### src/rtl/answer_digitizer.sv
`default_nettype none
// ============================================================================
// Module   : answer_digitizer
// Brief    : Breaks a 32-bit calculator answer into MSD-first decimal digit
//            tokens (double-dabble), leading zeros suppressed, valid/ack out.
//            Define ANSWER_DIGITIZER_SIGNED_EN for two's-complement input
//            with a leading minus token (4'hB).
// Revision : 1.0 - initial release
// ============================================================================
module answer_digitizer (
    input  logic        clk,
    input  logic        rst_n,
    input  logic        strobe,
    input  logic [31:0] value,
    output logic        ready,
    output logic        digit_valid,
    output logic [3:0]  digit,
    output logic        digit_last,
    input  logic        ack
);

    localparam logic [1:0] c_IDLE = 2'd0;
    localparam logic [1:0] c_CONV = 2'd1;
    localparam logic [1:0] c_SIGN = 2'd2;
    localparam logic [1:0] c_EMIT = 2'd3;

    localparam logic [3:0] c_MINUS     = 4'hB;
    localparam logic [5:0] c_CONV_LAST = 6'd32;

    logic [1:0]  r_state;
    logic        r_neg;
    logic [31:0] r_mag;
    logic [39:0] r_bcd;
    logic [5:0]  r_cnt;
    logic [3:0]  r_idx;

    logic        w_neg;
    logic [31:0] w_mag;
    logic [39:0] w_bcd_adj;
    logic [3:0]  w_top_idx;
    logic [3:0]  w_idx_dec;
    logic [3:0]  w_nib_cur;
    logic [3:0]  w_nib_dec;
    logic [3:0]  w_nib_top;

`ifdef ANSWER_DIGITIZER_SIGNED_EN
    assign w_neg = value[31];
`else
    assign w_neg = 1'b0;
`endif
    assign w_mag = w_neg ? (~value + 32'd1) : value;

    generate
        for (genvar g = 0; g < 10; g++) begin : g_nib_adj
            assign w_bcd_adj[g*4 +: 4] = (r_bcd[g*4 +: 4] >= 4'd5) ?
                                         (r_bcd[g*4 +: 4] + 4'd3) :
                                         r_bcd[g*4 +: 4];
        end
    endgenerate

    // Highest nonzero nibble; stays 0 for an all-zero result so "0" is emitted
    always_comb begin
        w_top_idx = 4'd0;
        for (int i = 0; i < 10; i++) begin
            if (r_bcd[i*4 +: 4] != 4'd0) begin
                w_top_idx = 4'(i);
            end
        end
    end

    assign w_idx_dec = r_idx - 4'd1;
    assign w_nib_cur = r_bcd[{r_idx, 2'b00} +: 4];
    assign w_nib_dec = r_bcd[{w_idx_dec, 2'b00} +: 4];
    assign w_nib_top = r_bcd[{w_top_idx, 2'b00} +: 4];

    always_ff @(posedge clk or negedge rst_n) begin
        if (!rst_n) begin
            r_state     <= c_IDLE;
            r_neg       <= 1'b0;
            r_mag       <= 32'd0;
            r_bcd       <= 40'd0;
            r_cnt       <= 6'd0;
            r_idx       <= 4'd0;
            ready       <= 1'b1;
            digit_valid <= 1'b0;
            digit       <= 4'd0;
            digit_last  <= 1'b0;
        end else begin
            case (r_state)
                c_IDLE: begin
                    if (strobe) begin
                        r_neg   <= w_neg;
                        r_mag   <= w_mag;
                        r_bcd   <= 40'd0;
                        r_cnt   <= 6'd0;
                        r_idx   <= 4'd0;
                        ready   <= 1'b0;
                        r_state <= c_CONV;
                    end
                end
                c_CONV: begin
                    // 32 shift cycles, then one cycle to pick the leading digit
                    if (r_cnt == c_CONV_LAST) begin
                        r_idx       <= w_top_idx;
                        digit_valid <= 1'b1;
                        if (r_neg) begin
                            digit      <= c_MINUS;
                            digit_last <= 1'b0;
                            r_state    <= c_SIGN;
                        end else begin
                            digit      <= w_nib_top;
                            digit_last <= (w_top_idx == 4'd0);
                            r_state    <= c_EMIT;
                        end
                    end else begin
                        r_bcd <= {w_bcd_adj[38:0], r_mag[31]};
                        r_mag <= {r_mag[30:0], 1'b0};
                        r_cnt <= r_cnt + 6'd1;
                    end
                end
                c_SIGN: begin
                    if (ack) begin
                        digit      <= w_nib_cur;
                        digit_last <= (r_idx == 4'd0);
                        r_state    <= c_EMIT;
                    end
                end
                c_EMIT: begin
                    if (ack) begin
                        if (r_idx == 4'd0) begin
                            ready       <= 1'b1;
                            digit_valid <= 1'b0;
                            digit       <= 4'd0;
                            digit_last  <= 1'b0;
                            r_state     <= c_IDLE;
                        end else begin
                            r_idx      <= w_idx_dec;
                            digit      <= w_nib_dec;
                            digit_last <= (w_idx_dec == 4'd0);
                        end
                    end
                end
                default: r_state <= c_IDLE;
            endcase
        end
    end

endmodule
`default_nettype wire
### config.mk
export PLATFORM = sky130hd
export DESIGN_NAME = answer_digitizer
export DESIGN_NICKNAME = d
export VERILOG_FILES = /design/src/rtl/answer_digitizer.sv
export SDC_FILE = /design/constraint.sdc
export NUM_CORES = 1
export LEC_CHECK = 0
export BUFFER_PORTS_ARGS = -buffer_cell sky130_fd_sc_hd__buf_2
export CAP_MARGIN = 10
export CORE_UTILIZATION = 50
export CTS_CLUSTER_SIZE = 20
export DETAILED_ROUTE_END_ITERATION = 8
export PLACE_DENSITY = 0.68
export SLEW_MARGIN = 15
export SYNTH_ARGS = -nofsm -noshare
export SYNTH_HDL_FRONTEND = slang
export SYNTH_SLANG_ARGS = --single-unit
### constraint.sdc
create_clock -name clk -period 3.8 [get_ports clk]
set_clock_uncertainty 0.15 [all_clocks]
set_input_delay 0 -clock clk [delete_from_list [all_inputs] [get_ports clk]]
set_output_delay 0 -clock clk [all_outputs]
set_load 0.01 [all_outputs]
== After elaboration in Yosys (flattened, before gate mapping) ==
Cells that the tools add are included.

* Equality and inequality tests: 11
* Shift operators: 3
* $lt $le $gt $ge: 10
* Reduce and logical (&&, ||, !) cells: 24
* Mux-type cells: 57
* Add/subtract/negate cells: 12

{| class="wikitable"
|+ Operator list
! operator !! count
|-
| $shiftx A40 B7 Y4 || 3
|-
| $mux W4 || 23
|-
| $mux W40 || 2
|-
| $pmux W40 S2 || 1
|-
| $mux W32 || 2
|-
| $pmux W32 S2 || 1
|-
| $ge A4 B3 Y1 const B || 10
|-
| $add A4 B2 Y4 const B || 9
|-
| $reduce_bool A4 Y1 || 9
|-
| $pmux W4 S3 || 2
|-
| $mux W2 || 7
|-
| $ne A2 B2 Y1 const B || 7
|-
| $logic_not A4 Y1 || 3
|-
| $mux W6 || 2
|-
| $pmux W6 S2 || 1
|-
| $reduce_and A4 Y1 || 3
|-
| $mux W1 || 11
|-
| $reduce_and A5 Y1 || 2
|-
| $pmux W2 S4 || 1
|-
| $add A6 B1 Y6 const B || 1
|-
| $eq A6 B6 Y1 const B || 1
|-
| $reduce_bool A2 Y1 || 3
|-
| $reduce_bool A3 Y1 || 2
|-
| $eq A2 B2 Y1 const B || 2
|-
| 8 further kinds || 9
|}

* Input port bits: 36
* Word-level logic and storage cells: 126
* Register bits: 91

== Longest topological paths before layout ==
Gate-level depths: netlist of run 1.

* Word-level depth: 13
* Gate-level depth with buffers: 12

== Worst setup path after synthesis of run 1 ==
OpenSTA, ideal clock, no wires.

* Kind: reg-to-reg
* Start point: register r_idx[0]
* End point: register digit[2]
* Library setup time: 0.132 ns
* Path slack: 0.715 ns
* Clock period less this slack: 3.085 ns
* Data required time: 3.518 ns
* Cell stages (with the launch flop): 11
* Arrival: 2.803 ns
* Path through: dfrtp_1 > clkbuf_1 > clkbuf_1 > inv_1 > ha_1 > clkbuf_1 > mux4_2 > mux2i_1 > a211oi_1 > nor3_1 > a21oi_1

* Cells in the longest elaborated chain, start to end: 5
* Elaborated cells on any way between the ends: 8

{| class="wikitable"
|+ Ends and longest elaborated chain
! item !! line !! text
|-
| start: declaration || 35 || <nowiki>logic [3:0] r_idx;</nowiki>
|-
| start signal: assignment || 104 || <nowiki>r_idx <= w_top_idx;</nowiki>
|-
| start signal: assignment || 137 || <nowiki>r_idx <= w_idx_dec;</nowiki>
|-
| $sub A4 B1 Y4 || 71 || <nowiki>assign w_idx_dec = r_idx - 4'd1;</nowiki>
|-
| $shiftx A40 B7 Y4 || 73 || <nowiki>assign w_nib_dec = r_bcd[{w_idx_dec, 2'b00} +: 4];</nowiki>
|-
| $mux W4 || 130 || <nowiki>if (r_idx == 4'd0) begin</nowiki>
|-
| $mux W4 || 129 || <nowiki>if (ack) begin</nowiki>
|-
| $pmux W4 S3 * || 89 || <nowiki>case (r_state)</nowiki>
|-
| end signal: assignment || 107 || <nowiki>digit <= c_MINUS;</nowiki>
|-
| end signal: assignment || 123 || <nowiki>digit <= w_nib_cur;</nowiki>
|-
| end signal: assignment || 138 || <nowiki>digit <= w_nib_dec;</nowiki>
|-
| end: declaration || 17 || <nowiki>output logic [3:0] digit,</nowiki>
|}

Every way passes the cells marked *; elsewhere a longest branch is shown, timed or not. The select of a mux whose other input is x is not followed.
A chain may end at the register's enable or synchronous reset.

== Worst setup path after layout of run 1 ==
* Start point: register r_bcd[21]
* End point: register digit[1]

* Cells in the longest elaborated chain, start to end: 9
* Elaborated cells on any way between the ends: 14

{| class="wikitable"
|+ Ends and longest elaborated chain
! item !! line !! text
|-
| start: declaration || 33 || <nowiki>logic [39:0] r_bcd;</nowiki>
|-
| start signal: assignment || 116 || <nowiki>r_bcd <= {w_bcd_adj[38:0], r_mag[31]};</nowiki>
|-
| $reduce_bool A4 Y1 || 65 || <nowiki>if (r_bcd[i*4 +: 4] != 4'd0) begin</nowiki>
|-
| $mux W4 (5 in series) || 65 ||
|-
| $shiftx A40 B7 Y4 || 74 || <nowiki>assign w_nib_top = r_bcd[{w_top_idx, 2'b00} +: 4];</nowiki>
|-
| $mux W4 || 103 || <nowiki>if (r_cnt == c_CONV_LAST) begin</nowiki>
|-
| $pmux W4 S3 * || 89 ||
|-
| end signal: assignment || 107 ||
|-
| end signal: assignment || 111 || <nowiki>digit <= w_nib_top;</nowiki>
|-
| end signal: assignment || 123 ||
|}

Marked as above.

==> results, run 1 <==
- The required arrival time at the worst endpoint is 3.93 ns.
- The kind of critical path is reg -> reg.
- Entering global routing, the biggest net connects 110 pins.
- The CTS tree is yes.
- For this design the static power due to leakage is 2.99 nW.
- The run finished, with violations left.
- The final setup violation count is 0.
- After layout, the minimum clock period comes to 3.30 ns.
- After global routing the overflow that remains totals 0.
- The power share of the clock group is 20.3%.
- The detailed placer's ending HPWL is 10.2 mm.
- After detailed routing, the average wire length per cell comes to 17.2 um.
- The number of violations reported at the end of detailed-routing iteration 0 is 382.
- The number of unique standard cell types used by synthesis is 58.
- The type of element capturing the critical path is a flip-flop.
- After floorplanning, the core was divided into 39 placement rows.
- After clock tree synthesis, the clock-pin slew on the worst setup and hold paths is 0.07 ns.
- The final critical path takes up 86.7% of the cycle.
- Measured against its own limit, the worst slew margin works out to 42.5%.
- The first detailed-routing pass took 9 iterations.
- The share of the Yosys chip area taken by registers is 37.9%.
- The post-synthesis net count is 747.
- Data arrives at the worst endpoint at 3.43 ns.
- The maximum root-to-sink buffer count is 2.
- The power density over cell area is 663 mW/mm^2.
- After routing the design area is 0.00702 mm^2.
- Of all nets on the critical path, the largest fanout is 6.
- The number of flops mapped to enable cells by yosys is 0.
- The global-route wire length before repair is 25.3 mm.
- For the final routed database, the setup TNS stands at 0 ns.
- The number of antenna violations at the first check in global routing was 0.
- The critical path launch point type is a flip-flop.
- The quantity of I/O buffers inserted on ports is 42.
- The share of total power consumed by net switching is 44.5%.
- The later pin in the worst-skew pair is clocked with a latency of 0.36 ns.
- Dividing the detail-routed via count by the number of cells gives 5.92.
- The synthesis-to-layout area growth is 16.9%.
- For this design the total switching power over the nets is 2.07 mW.
- Of the cells placed in the final design, the portion with a size suffix greater than 1 is 12.4%.
- The cell area after placement is 0.00634 mm^2.
- The vertical extent of the die is 112 um.
- The cell-internal power is 2.59 mW.
- The number of levels in the clock H-tree is 3.
- After synthesis the cells add up to 0.00600 mm^2.
- Setup repair after global routing left no endpoint under its margin.
- The overall via count from detail_route is 5,242.
- At the pin with the least slew margin, the transition time is 0.862 ns.
- Once the floorplan was initialized, standard cells occupied 51.9% of the core.
- Across the run, the number of max-cap violations was 0.
- The total count of max-transition violations in the final report came to 0.
- Global routing used 25.8% of the available tracks.
- The post-synthesis average cell area is 8.87 um^2.
- The top achievable clock speed is 303 MHz.
- In this run the horizontal extent of the chip is 112 um.
- The global placer's final weighted congestion is 0.907.
- The relative contribution of sequential cells to total power is 30.9%.
- The checks that failed: design-rule violations.
- The total count of hold-check failures in the final report is 0.
- The die area is 0.0125 mm^2.
- Power comes to 4.65 mW.
- In this run the count of I/O pins placed on the die edge is 43.
- The count of warnings emitted by yosys is 0.
- The number of storage elements in the synthesis netlist is 91.
- The critical path goes through inv_1, ha_1, nor3b_2, o2111ai_1, a2111oi_1, o21ai_0, a221oi_1, o41ai_1, a21oi_1.
- The cell sitting at the root of the clock tree is a sky130_fd_sc_hd__clkbuf_16.
- Among all stages on the critical path, the largest delay is contributed by sky130_fd_sc_hd__a2111oi_1.
- The largest single stage delay on the critical path is 0.73 ns.
- The number of buffers inserted during clock tree synthesis is 9.
- The core region is 0.0116 mm^2.
- The total wire length after detailed routing is 15.2 mm.
- The final-stage net count is 808.
- For this run, asynchronously set or reset flops after synthesis account for 100%.
- In the routed design, unresolved DRC markers number 2.
- In this run the remaining antenna-violating nets after routing total 0.
- The number of sinks on the clock net is 91.
- The post-synthesis cell count is 677.
- The combinational share of power is 48.8%.
- The dominant synthesized flop cell is sky130_fd_sc_hd__dfrtp_1.
- 0 antenna diodes ended up in the layout.
- IR analysis of the VDD net gives a maximum drop of 0.000473 V.
- The worst min-delay path category is in -> async.
- The buffer count from post-CTS setup fixing is 0.
- The number of global-route vias before repair is 5,029.
-- final timing paths --
check / from / endpoint / slack, ns / cells past startpoint
min in group clk: value[20] / r_mag[20]$_DFFE_PN0P_ / 0.31 / 4
max in group asynchronous: rst_n / r_bcd[39]$_DFFE_PN0P_ / 2.48 / 3
worst min-delay path: rst_n / r_bcd[12]$_DFFE_PN0P_ / 0.16 / 2
worst max register to register: r_bcd[21]$_DFFE_PN0P_ / digit[1]$_DFFE_PN0P_ / 0.50 / 9
worst max-delay path: r_bcd[21]$_DFFE_PN0P_ / digit[1]$_DFFE_PN0P_ / 0.50 / 9
worst min register to register: r_mag[17]$_DFFE_PN0P_ / r_mag[17]$_DFFE_PN0P_ / 0.33 / 2
-- per-stage QoR --
step	std cells	setup slack, ns	utilization, %	hold slack [ns]
3_5_place_dp	833	0.702	54.8	0.0322
5_1_grt	886	0.378	60.7	0.254
2_1_floorplan	677	0.715	-	-0.446
4_1_cts	886	0.632	60.7	0.203
6_report	886	0.505	60.7	0.159
3_3_place_gp	833	0.782	54.8	0.0265
-- timing repair --
| action | CTS | global route |
|---|---|---|
| resized for setup | 0 | 0 |
| hold buffers | 37 | 0 |
| hold endpoints to repair | 104 | 0 |
-- routing by layer --
layer / track usage [%] / vias up / part of all wire (%)
li1: - / 2536 / -
met1: 35.0 / 2541 / 47
met2: 41.0 / 141 / 47
met3: 4.14 / 24 / 4.5
met4: 11.2 / 0 / 2.1
met5: 0 / - / 0
-- registers in the layout, summed over array words and instances, names as in the netlist --
name	cells
digit	4
r_cnt	6
r_mag	32
r_idx	4
r_state	2
digit_valid	1
digit_last	1
r_bcd	40
ready	1
-- cell usage after synthesis (all sizes together), types with 2 or more instances --
library cell | instances | area share, %
o21ai | 95 | 7.9
dfrtp | 90 | 38
nand2 | 89 | 5.8
mux2i | 44 | 7.3
a21oi | 40 | 3.3
ha | 34 | 7.1
inv | 33 | 2.1
clkbuf | 30 | 1.9
nor2 | 28 | 1.8
nand3 | 24 | 2.0
nor3 | 22 | 1.8
nand2b | 17 | 1.8
o31ai | 14 | 1.8
xnor2 | 13 | 1.9
a31oi | 9 | 0.94
buf | 8 | 0.63
mux4 | 8 | 3.1
nor3b | 8 | 1.1
or3b | 8 | 1.2
o211ai | 6 | 0.75
o41ai | 5 | 0.73
xor2 | 5 | 0.73
a22oi | 4 | 0.73
mux2 | 4 | 0.75
or2 | 4 | 0.42
a221oi | 3 | 0.44
o21a | 3 | 0.38
a211oi | 2 | 0.25
and2 | 2 | 0.21
nand4 | 2 | 0.21
nor2b | 2 | 0.21
o22ai | 2 | 0.21
o311ai | 2 | 0.29
or3 | 2 | 0.21
or4 | 2 | 0.31
-- area by class of cell --
cell class / instances / area, um^2
Sequential cell: 91 / 2280
Fill cell: 982 / 4540
Multi-Input combinational cell: 515 / 3470
Clock buffer: 10 / 239
Clock inverter: 6 / 71.3
Inverter: 33 / 124
Timing Repair Buffer: 88 / 663
Tap cell: 143 / 179
-- kinds of logic after synthesis --
logic type	Yosys count	synth area share, %
flip-flops	91	37.9
buffers and inverters	71	4.56
XOR/XNOR	18	2.63
multiplexers	56	11.1
AND/OR/NAND/NOR	212	17.3
AO/OA/AOI/OAI	195	19.3
adder cells (fa/ha/maj)	34	7.08
-- power by group through the flow --
stage          Clock, mW  Sequential (mW)  Combinational (mW)
2_1_floorplan          0             1.39                1.69
3_3_place_gp           0             1.43                2.18
3_5_place_dp           0             1.45                2.21
4_1_cts            0.960             1.43                2.26
5_1_grt             1.00             1.47                2.52
6_report           0.945             1.44                2.27
-- layout by cell type (no fill, tap or decap), drive strengths merged, types with 9 or more instances in the layout --
| master | n |
|---|---|
| a21oi | 40 |
| a31oi | 9 |
| buf | 51 |
| clkbuf | 10 |
| dfrtp | 90 |
| dlygate4sd3 | 37 |
| ha | 34 |
| inv | 36 |
| mux2i | 44 |
| nand2 | 89 |
| nand2b | 17 |
| nand3 | 24 |
| nor2 | 28 |
| nor3 | 22 |
| o21ai | 95 |
| o31ai | 14 |
| xnor2 | 13 |
-- worst max-delay path: cells and delay by family (launching register included) --
| kind | cells | cell delay, ns |
|---|---|---|
| fa+ha+maj | 1 | 0.27 |
| simple gates | 1 | 0.32 |
| buf+inv | 1 | 0.12 |
| compound gates | 6 | 1.94 |
| flops | 1 | 0.44 |
No activity file was read; power rests on OpenSTA's default activity.
==> run 2: changes to the inputs <==
Settings changed: PLACE_DENSITY 0.68 to 0.69.
==> results, run 2 (same netlist as run 1, synthesis figures left out) <==
- The flow ran to the end, but the final reports show violations.
- The final reports fail on design-rule violations.
- The worst min-delay path category is in -> async.
- The buffer count from post-CTS setup fixing is 0 (unchanged).
- In the layout the commonest cells are 94 x sky130_fd_sc_hd__o21ai_0, 90 x sky130_fd_sc_hd__dfrtp_1, 88 x sky130_fd_sc_hd__nand2_1, 44 x sky130_fd_sc_hd__mux2i_1, 41 x sky130_fd_sc_hd__buf_2.
- The global placer's final weighted congestion is 0.875 (-3.6%).
- The number of buffers inserted during clock tree synthesis is 9 (unchanged).
- The worst setup path is launched from a flip-flop.
- The remaining max-slew budget at the tightest pin is 37.5% (-5.0 points).
- The fill cell total of the finished layout is 981 (-0.10%).
- The number of sinks on the clock net is 91 (unchanged).
- The destination of the worst register-to-register timing path is digit[3]$_DFFE_PN0P_.
- The number of levels in the clock H-tree is 3 (unchanged).
- The flop-to-flop setup slack is 0.64 ns (+0.13 ns).
- The minimum clock period came to 3.16 ns (-0.134 ns).
- The area growth from synthesis to layout is 16.5%.
- The worst setup path startpoint is r_bcd[28]$_DFFE_PN0P_.
- In the final layout, the registers with the most flip-flops are r_bcd: 40 flops, r_mag: 32 flops, r_cnt: 6 flops.
- The power share of the clock group is 20.1% (-0.2 points).
- TritonCTS built the clock tree.
- The top achievable clock speed is 316 MHz (+4.2%).
- The ratio of cells with drive above 1 in the final layout was 12.0% (-0.36 points).
- The number of global-route vias before repair was 4,965 (-1.3%).
- The type of element capturing the critical path is a flip-flop.
- The storage element area is 0.00228 mm^2 (unchanged).
- The number of max-cap violations is 0 (unchanged).
- The number of placed cells counting well taps is 832 (-0.12%).
- The total wire length after detailed routing is 14.9 mm (-1.9%).
- The starting density of the core came to 51.9% (unchanged).
- The post-layout instance area is 0.00700 mm^2 (-0.34%).
- The relative contribution of sequential cells to total power is 30.9% (about the same).
- The tree is rooted in a sky130_fd_sc_hd__clkbuf_16.
- The final-stage net count was 806 (-0.25%).
- The cell area after placement is 0.00633 mm^2 (-0.12%).
- The required arrival time at the worst endpoint was 3.86 ns (-0.07 ns).
- The residual DRC count is 6 (+4).
- The post-route non-filler standard cell count was 883 (-0.34%).
- The largest fanout on the critical path is 10 (+4).
- The combinational share of power is 49.0% (+0.2 points).
- The kind of critical path is reg -> reg.
- The logic depth of the worst register-to-register path is 9 (unchanged).
- The number of ports placed on the die boundary is 43 (unchanged).
- The area of the core is 0.0116 mm^2 (unchanged).
- The number of rows created at floorplan is 39 (unchanged).
- The number of flip-flops in the largest register came to 40 (unchanged).
- The maximum root-to-sink buffer count came to 2 (unchanged).
- The die area came to 0.0125 mm^2 (unchanged).
- The quantity of I/O buffers inserted on ports is 42 (unchanged).
- The number of violations reported at the end of detailed-routing iteration 0 came to 369 (-3.4%).
- The clock latency of the later-clocked register in the worst-skew pair is 0.35 ns (about the same).
- The number of antenna violations at the first check in global routing was 0 (unchanged).
- The clock-pin slew on the worst setup and hold paths is 0.07 ns (about the same).
- The total count of hold-check failures in the final report is 0 (unchanged).
- The maximum resistive drop on vdd is 0.000440 V (-7.0%).
- The cell-internal power came to 2.59 mW (about the same).
- The overall via count from detail_route is 5,189 (-1.0%).
- The power density over cell area is 664 mW/mm^2 (about the same).
- The detailed-route wire length per cell came to 16.9 um (-1.6%).
- The standby leakage power is 2.98 nW (-0.48%).
- The register with the most flip-flops is r_bcd.
- The total of cells resized after clock tree synthesis is 0 (unchanged).
- Leaving out fill and tap cells, the most frequent cell in the layout is sky130_fd_sc_hd__o21ai_0.
- The start of the worst register-to-register path is r_bcd[28]$_DFFE_PN0P_.
- Setup repair after global routing left no endpoint under its margin.
- The total count of max-transition violations in the final report was 0 (unchanged).
- The period utilization came to 83.2% (-3.5 points).
- The share of the core filled with cells in the final layout is 60.5% (-0.21 points).
- The slew at the pin with the worst max-slew slack was 0.937 ns (+0.0754 ns).
- The top routing layer in use is met4.
- The routed metal-1 wire length is 6.94 mm (-2.4%).
- The antenna diode count is 0 (unchanged).
- The met2 layer wire length in the routed design was 6.88 mm (-3.4%).
- The share of total power consumed by net switching came to 44.3% (-0.14 points).
- The mean number of vias per cell came to 5.88 (-0.67%).
- The wire length on met3 is 691 um (+1.6%).
- The critical path arrival came to 3.22 ns (-0.21 ns).
- The vertical extent of the die is 112 um (unchanged).
- The combined area of the multi-input logic cells came to 0.00347 mm^2 (unchanged).
- The pin count of the biggest net entering global routing came to 89 (-19%).
- The first-pass iteration count of the detailed router was 7 (-2).
- The remaining antenna violation count came to 0 (unchanged).
- The switching component of the power is 2.06 mW (-0.57%).
- The detailed placer's ending HPWL is 9.98 mm (-1.8%).
- The overall routing resource usage is 25.4% (-0.38 points).
- The overflow left after global routing is 0 (unchanged).
- In this run the worst setup path terminates at digit[3]$_DFFE_PN0P_.
- The global-route wire length before repair came to 25.1 mm (-0.84%).
- The final setup violation count is 0 (unchanged).
- The chip width is 112 um (unchanged).
- The aggregate negative setup slack is 0 ns (unchanged).
-- run 2: changes by cell type in the layout (fill, tap and decap cells not counted), sizes merged --
cell / before / now
inv: 36 / 33
clkbuf: 10 / 12
buf: 51 / 50
clkinv: 1 / 2
clkinvlp: 1 / 0
dlygate4sd3: 37 / 36
-- run 2: cell type report --
class                   count  area share (%)
inverters                  33            1.77
well taps                 143            2.56
clock buffers              12            3.67
flip-flops and latches     91            32.6
multi-input cells         515            49.5
repair buffers             86            9.23
clock inverters             3           0.680
-- run 2: power by group through the flow --
stage          sequential [mW]  clock (mW)  combinational (mW)
5_1_grt                   1.47       0.975                2.53
6_report                  1.43       0.932                2.28
4_1_cts                   1.43       0.945                2.26
2_1_floorplan             1.39           0                1.69
3_3_place_gp              1.43           0                2.16
3_5_place_dp              1.45           0                2.22
-- run 2: stage by stage --
| step | setup slack, ns | total power, mW | hold WS [ns] |
|---|---|---|---|
| 2_1_floorplan | 0.715 | 3.08 | -0.446 |
| 3_3_place_gp | 0.749 | 3.59 | 0.0550 |
| 3_5_place_dp | 0.722 | 3.66 | 0.0562 |
| 4_1_cts | 0.702 | 4.64 | 0.231 |
| 5_1_grt | 0.494 | 4.97 | 0.261 |
| 6_report | 0.639 | 4.64 | 0.171 |
-- run 2: critical path, stage by stage (launching register included) --
cell                       delay [ns]
sky130_fd_sc_hd__dfrtp_1         0.45
sky130_fd_sc_hd__inv_1           0.13
sky130_fd_sc_hd__ha_1            0.21
sky130_fd_sc_hd__or3b_4          0.43
sky130_fd_sc_hd__or4_4           0.58
sky130_fd_sc_hd__a22oi_4         0.28
sky130_fd_sc_hd__or2b_4          0.20
sky130_fd_sc_hd__nor3_1          0.05
sky130_fd_sc_hd__a311oi_1        0.41
sky130_fd_sc_hd__a21oi_1         0.13
-- run 2: worst min-delay path by stage --
stage | from | end | slack, ns | depth (start not counted)
after floorplan | rst_n | digit[0]$_DFFE_PN0P_ | -0.45 | 0
after global placement | rst_n | r_bcd[36]$_DFFE_PN0P_ | 0.06 | 1
after detailed placement | rst_n | r_bcd[34]$_DFFE_PN0P_ | 0.06 | 1
after CTS | rst_n | r_bcd[38]$_DFFE_PN0P_ | 0.23 | 2
after global routing | value[0] | r_mag[0]$_DFFE_PN0P_ | 0.26 | 3
final | rst_n | r_bcd[38]$_DFFE_PN0P_ | 0.17 | 2
-- run 2: metal layers --
metal  vias up  GRT usage, %
met2       145          40.2
met3        33          3.86
met1      2478          35.0
met4         0          10.8
met5         -             0
li1       2533             -
-- run 2: repair_timing --
item | CTS | global route
endpoints found under the hold margin | 110 | 0
setup endpoints to repair | 0 | 0
hold buffers | 36 | 0
==> run 3: changes to the inputs <==
Settings changed: PLACE_DENSITY 0.69 to 0.72.
Clock period 3.8 ns to 2.5 ns, I/O delays scaled along.
==> results, run 3 (same netlist as run 1, synthesis figures left out) <==
- The run finished, with violations left.
- The checks that failed: design-rule violations, negative setup slack.
- The detailed-route wire length per cell was 17.6 um (+3.8%).
- The number of global-route vias before repair is 5,959 (+20%).
- The mean number of vias per cell is 5.86 (-0.27%).
- The first-pass iteration count of the detailed router is 7 (unchanged).
- The total count of max-transition violations in the final report is 0 (unchanged).
- The number of antenna violations at the first check in global routing is 0 (unchanged).
- Setup repair after global routing could not meet its margin everywhere.
- The required arrival time at the worst endpoint came to 2.64 ns (-1.22 ns).
- The ratio of cells with drive above 1 in the final layout came to 27.9% (+16 points).
- In this run the worst hold path is classified as in -> async.
- The total wire length after detailed routing is 17.4 mm (+16%).
- The combinational share of power is 53.0% (+4.0 points).
- The fill cell total of the finished layout is 838 (-15%).
- The number of violations reported at the end of detailed-routing iteration 0 came to 450 (+22%).
- The remaining max-slew budget at the tightest pin is 51.2% (+14 points).
- The clock-pin slew on the worst setup and hold paths is 0.07 ns (about the same).
- The library cell used most frequently in the layout, excluding fill and tap cells, is sky130_fd_sc_hd__buf_4.
- The number of sinks on the clock net is 91 (unchanged).
- The share of total power consumed by net switching is 43.6% (-0.74 points).
- The synthesis-to-layout area growth is 34.3%.
- The worst stage delay on the critical path came to 0.59 ns (about the same).
- The starting density of the core is 51.9% (unchanged).
- The power share of the clock group came to 19.4% (-0.7 points).
- The number of buffer and inverter stages on the critical path is 2 (+1).
- The largest registers in the layout are r_bcd: 40 flops, r_mag: 32 flops, r_cnt: 6 flops.
- The register with the most flip-flops is r_bcd.
- The cell-internal power is 4.44 mW (+72%).
- The worst slack at placement is -0.445 ns (-1.17 ns).
- The number of rows created at floorplan is 39 (unchanged).
- The overflow left after global routing is 0 (unchanged).
- The number of flip-flops in the largest register is 40 (unchanged).
- The vertical extent of the die came to 112 um (unchanged).
- The minimum clock period is 2.72 ns (-0.438 ns).
- The antenna diode count was 0 (unchanged).
- The number of max-cap violations was 0 (unchanged).
- The worst setup path is of the reg -> reg kind.
- Traced cell by cell, the critical path runs through inv_2, ha_4, or3b_1, or4_4, a22oi_4, buf_6, a21oi_4, a221oi_2, o41ai_2, a21oi_1.
- The worst-path cell with the longest stage delay is sky130_fd_sc_hd__or4_4.
- The routed metal-1 wire length is 7.09 mm (+2.1%).
- The number of buffers inserted during clock tree synthesis came to 9 (unchanged).
- The switching component of the power is 3.43 mW (+67%).
- The number of levels in the clock H-tree is 3 (unchanged).
- The kind of cell with the highest combined delay along the critical path is simple AND/OR/NAND/NOR gates.
- The total count of hold-check failures in the final report came to 0 (unchanged).
- The die area is 0.0125 mm^2 (unchanged).
- The worst setup slack after layout is -0.223 ns (-0.862 ns).
- The residual DRC count is 3 (-3).
- The final setup violation count is 5 (+5).
- The overall routing resource usage came to 30.1% (+4.7 points).
- The final-stage net count is 912 (+13%).
- The relative contribution of sequential cells to total power came to 27.7% (-3.2 points).
- The pin count of the biggest net entering global routing is 51 (-43%).
- The global placer's final weighted congestion is 0.955 (+9.2%).
- The chip width is 112 um (unchanged).
- The area of the core is 0.0116 mm^2 (unchanged).
- The remaining antenna violation count is 0 (unchanged).
- The largest fanout on the critical path was 4 (-6).
- The period utilization is 109% (+26 points).
- The number of ports placed on the die boundary is 43 (unchanged).
- The critical path launch point type is a flip-flop.
- The slew at the pin with the worst max-slew slack was 0.727 ns (-0.210 ns).
- The detailed placer's ending HPWL is 11.8 mm (+19%).
- The top routing layer in use is met4.
- The type of element capturing the critical path is a flip-flop.
- The critical path arrival is 2.86 ns (-0.36 ns).
- The standby leakage power is 3.54 nW (+19%).
- The clock tree root driver cell is sky130_fd_sc_hd__clkbuf_16.
- The share of the core filled with cells in the final layout came to 69.7% (+9.2 points).
- The global-route wire length before repair is 29.2 mm (+16%).
- The CTS tree is yes.
- The total power consumption of the routed design came to 7.87 mW (+70%).
- The maximum resistive drop on vdd came to 0.000785 V (+78%).
- The overall via count from detail_route is 5,802 (+12%).
- The power density over cell area is 977 mW/mm^2 (+47%).
- The met2 layer wire length in the routed design is 8.79 mm (+28%).
- The top achievable clock speed came to 367 MHz (+16%).
- The library cells used most frequently in the layout, excluding fill and tap cells, are 108 x sky130_fd_sc_hd__buf_4, 93 x sky130_fd_sc_hd__o21ai_0, 90 x sky130_fd_sc_hd__dfrtp_1, 86 x sky130_fd_sc_hd__nand2_1.
- The quantity of I/O buffers inserted on ports is 42 (unchanged).
- The wire length on met3 is 860 um (+24%).
- The clock latency of the later-clocked register in the worst-skew pair is 0.36 ns (about the same).
- The maximum root-to-sink buffer count is 2 (unchanged).
-- run 3: final timing paths --
kind                       cells past startpoint  slack (ns)                     to             startpoint
max                                           10       -0.22   digit[0]$_DFFE_PN0P_  r_bcd[21]$_DFFE_PN0P_
min                                            2        0.04  r_bcd[38]$_DFFE_PN0P_                  rst_n
max reg2reg                                   10       -0.22   digit[0]$_DFFE_PN0P_  r_bcd[21]$_DFFE_PN0P_
min reg2reg                                    2        0.34  r_mag[31]$_DFFE_PN0P_  r_mag[31]$_DFFE_PN0P_
max in group asynchronous                      3        1.47      ready$_DFFE_PN1P_                  rst_n
min in group clk                               3        0.29   r_mag[0]$_DFFE_PN0P_               value[0]
-- run 3: repair_timing --
action                                  in CTS  in global routing
hold buffers                                36                  0
pin swaps                                   19                 12
endpoints found under the setup margin       5                 31
cloned                                       1                  0
resized for setup                           35                 15
buffers inserted                            11                  7
endpoints found under the hold margin      129                  0
-- run 3: cell type report --
cell class                      instances  area, um^2  share of cell area [%]
Multi-Input combinational cell        516        3690                    45.7
Sequential cell                        91        2280                    28.3
Timing Repair Buffer                  191        1470                    18.2
Clock buffer                           10         229                    2.84
Tap cell                              143         179                    2.22
Inverter                               33         124                    1.54
Clock inverter                          6        93.8                    1.16
-- run 3: power groups by stage --
stage	clock (mW)	sequential, mW	combinational, mW
floorplan	0	2.11	2.58
global placement	0	2.16	3.70
detailed placement	0	2.18	3.83
CTS	1.54	2.16	4.04
global route	1.59	2.23	4.59
finish	1.52	2.18	4.17
-- run 3: stage by stage --
stage | setup TNS (ns) | hold WS [ns] | std cells | area [um^2]
finish | -0.949 | 0.0399 | 990 | 8060
global route | -1.40 | 0.109 | 990 | 8060
CTS | -0.940 | 0.0664 | 983 | 7940
detailed placement | -1.77 | -0.111 | 919 | 7010
global placement | -1.30 | -0.122 | 919 | 7010
floorplan | -0.784 | -0.446 | 677 | 6010
-- run 3: metal layers --
metal,GRT usage (%),up-vias
met5,0,-
met4,15.5,0
met3,4.30,48
met2,52.7,206
met1,36.1,2794
li1,-,2754
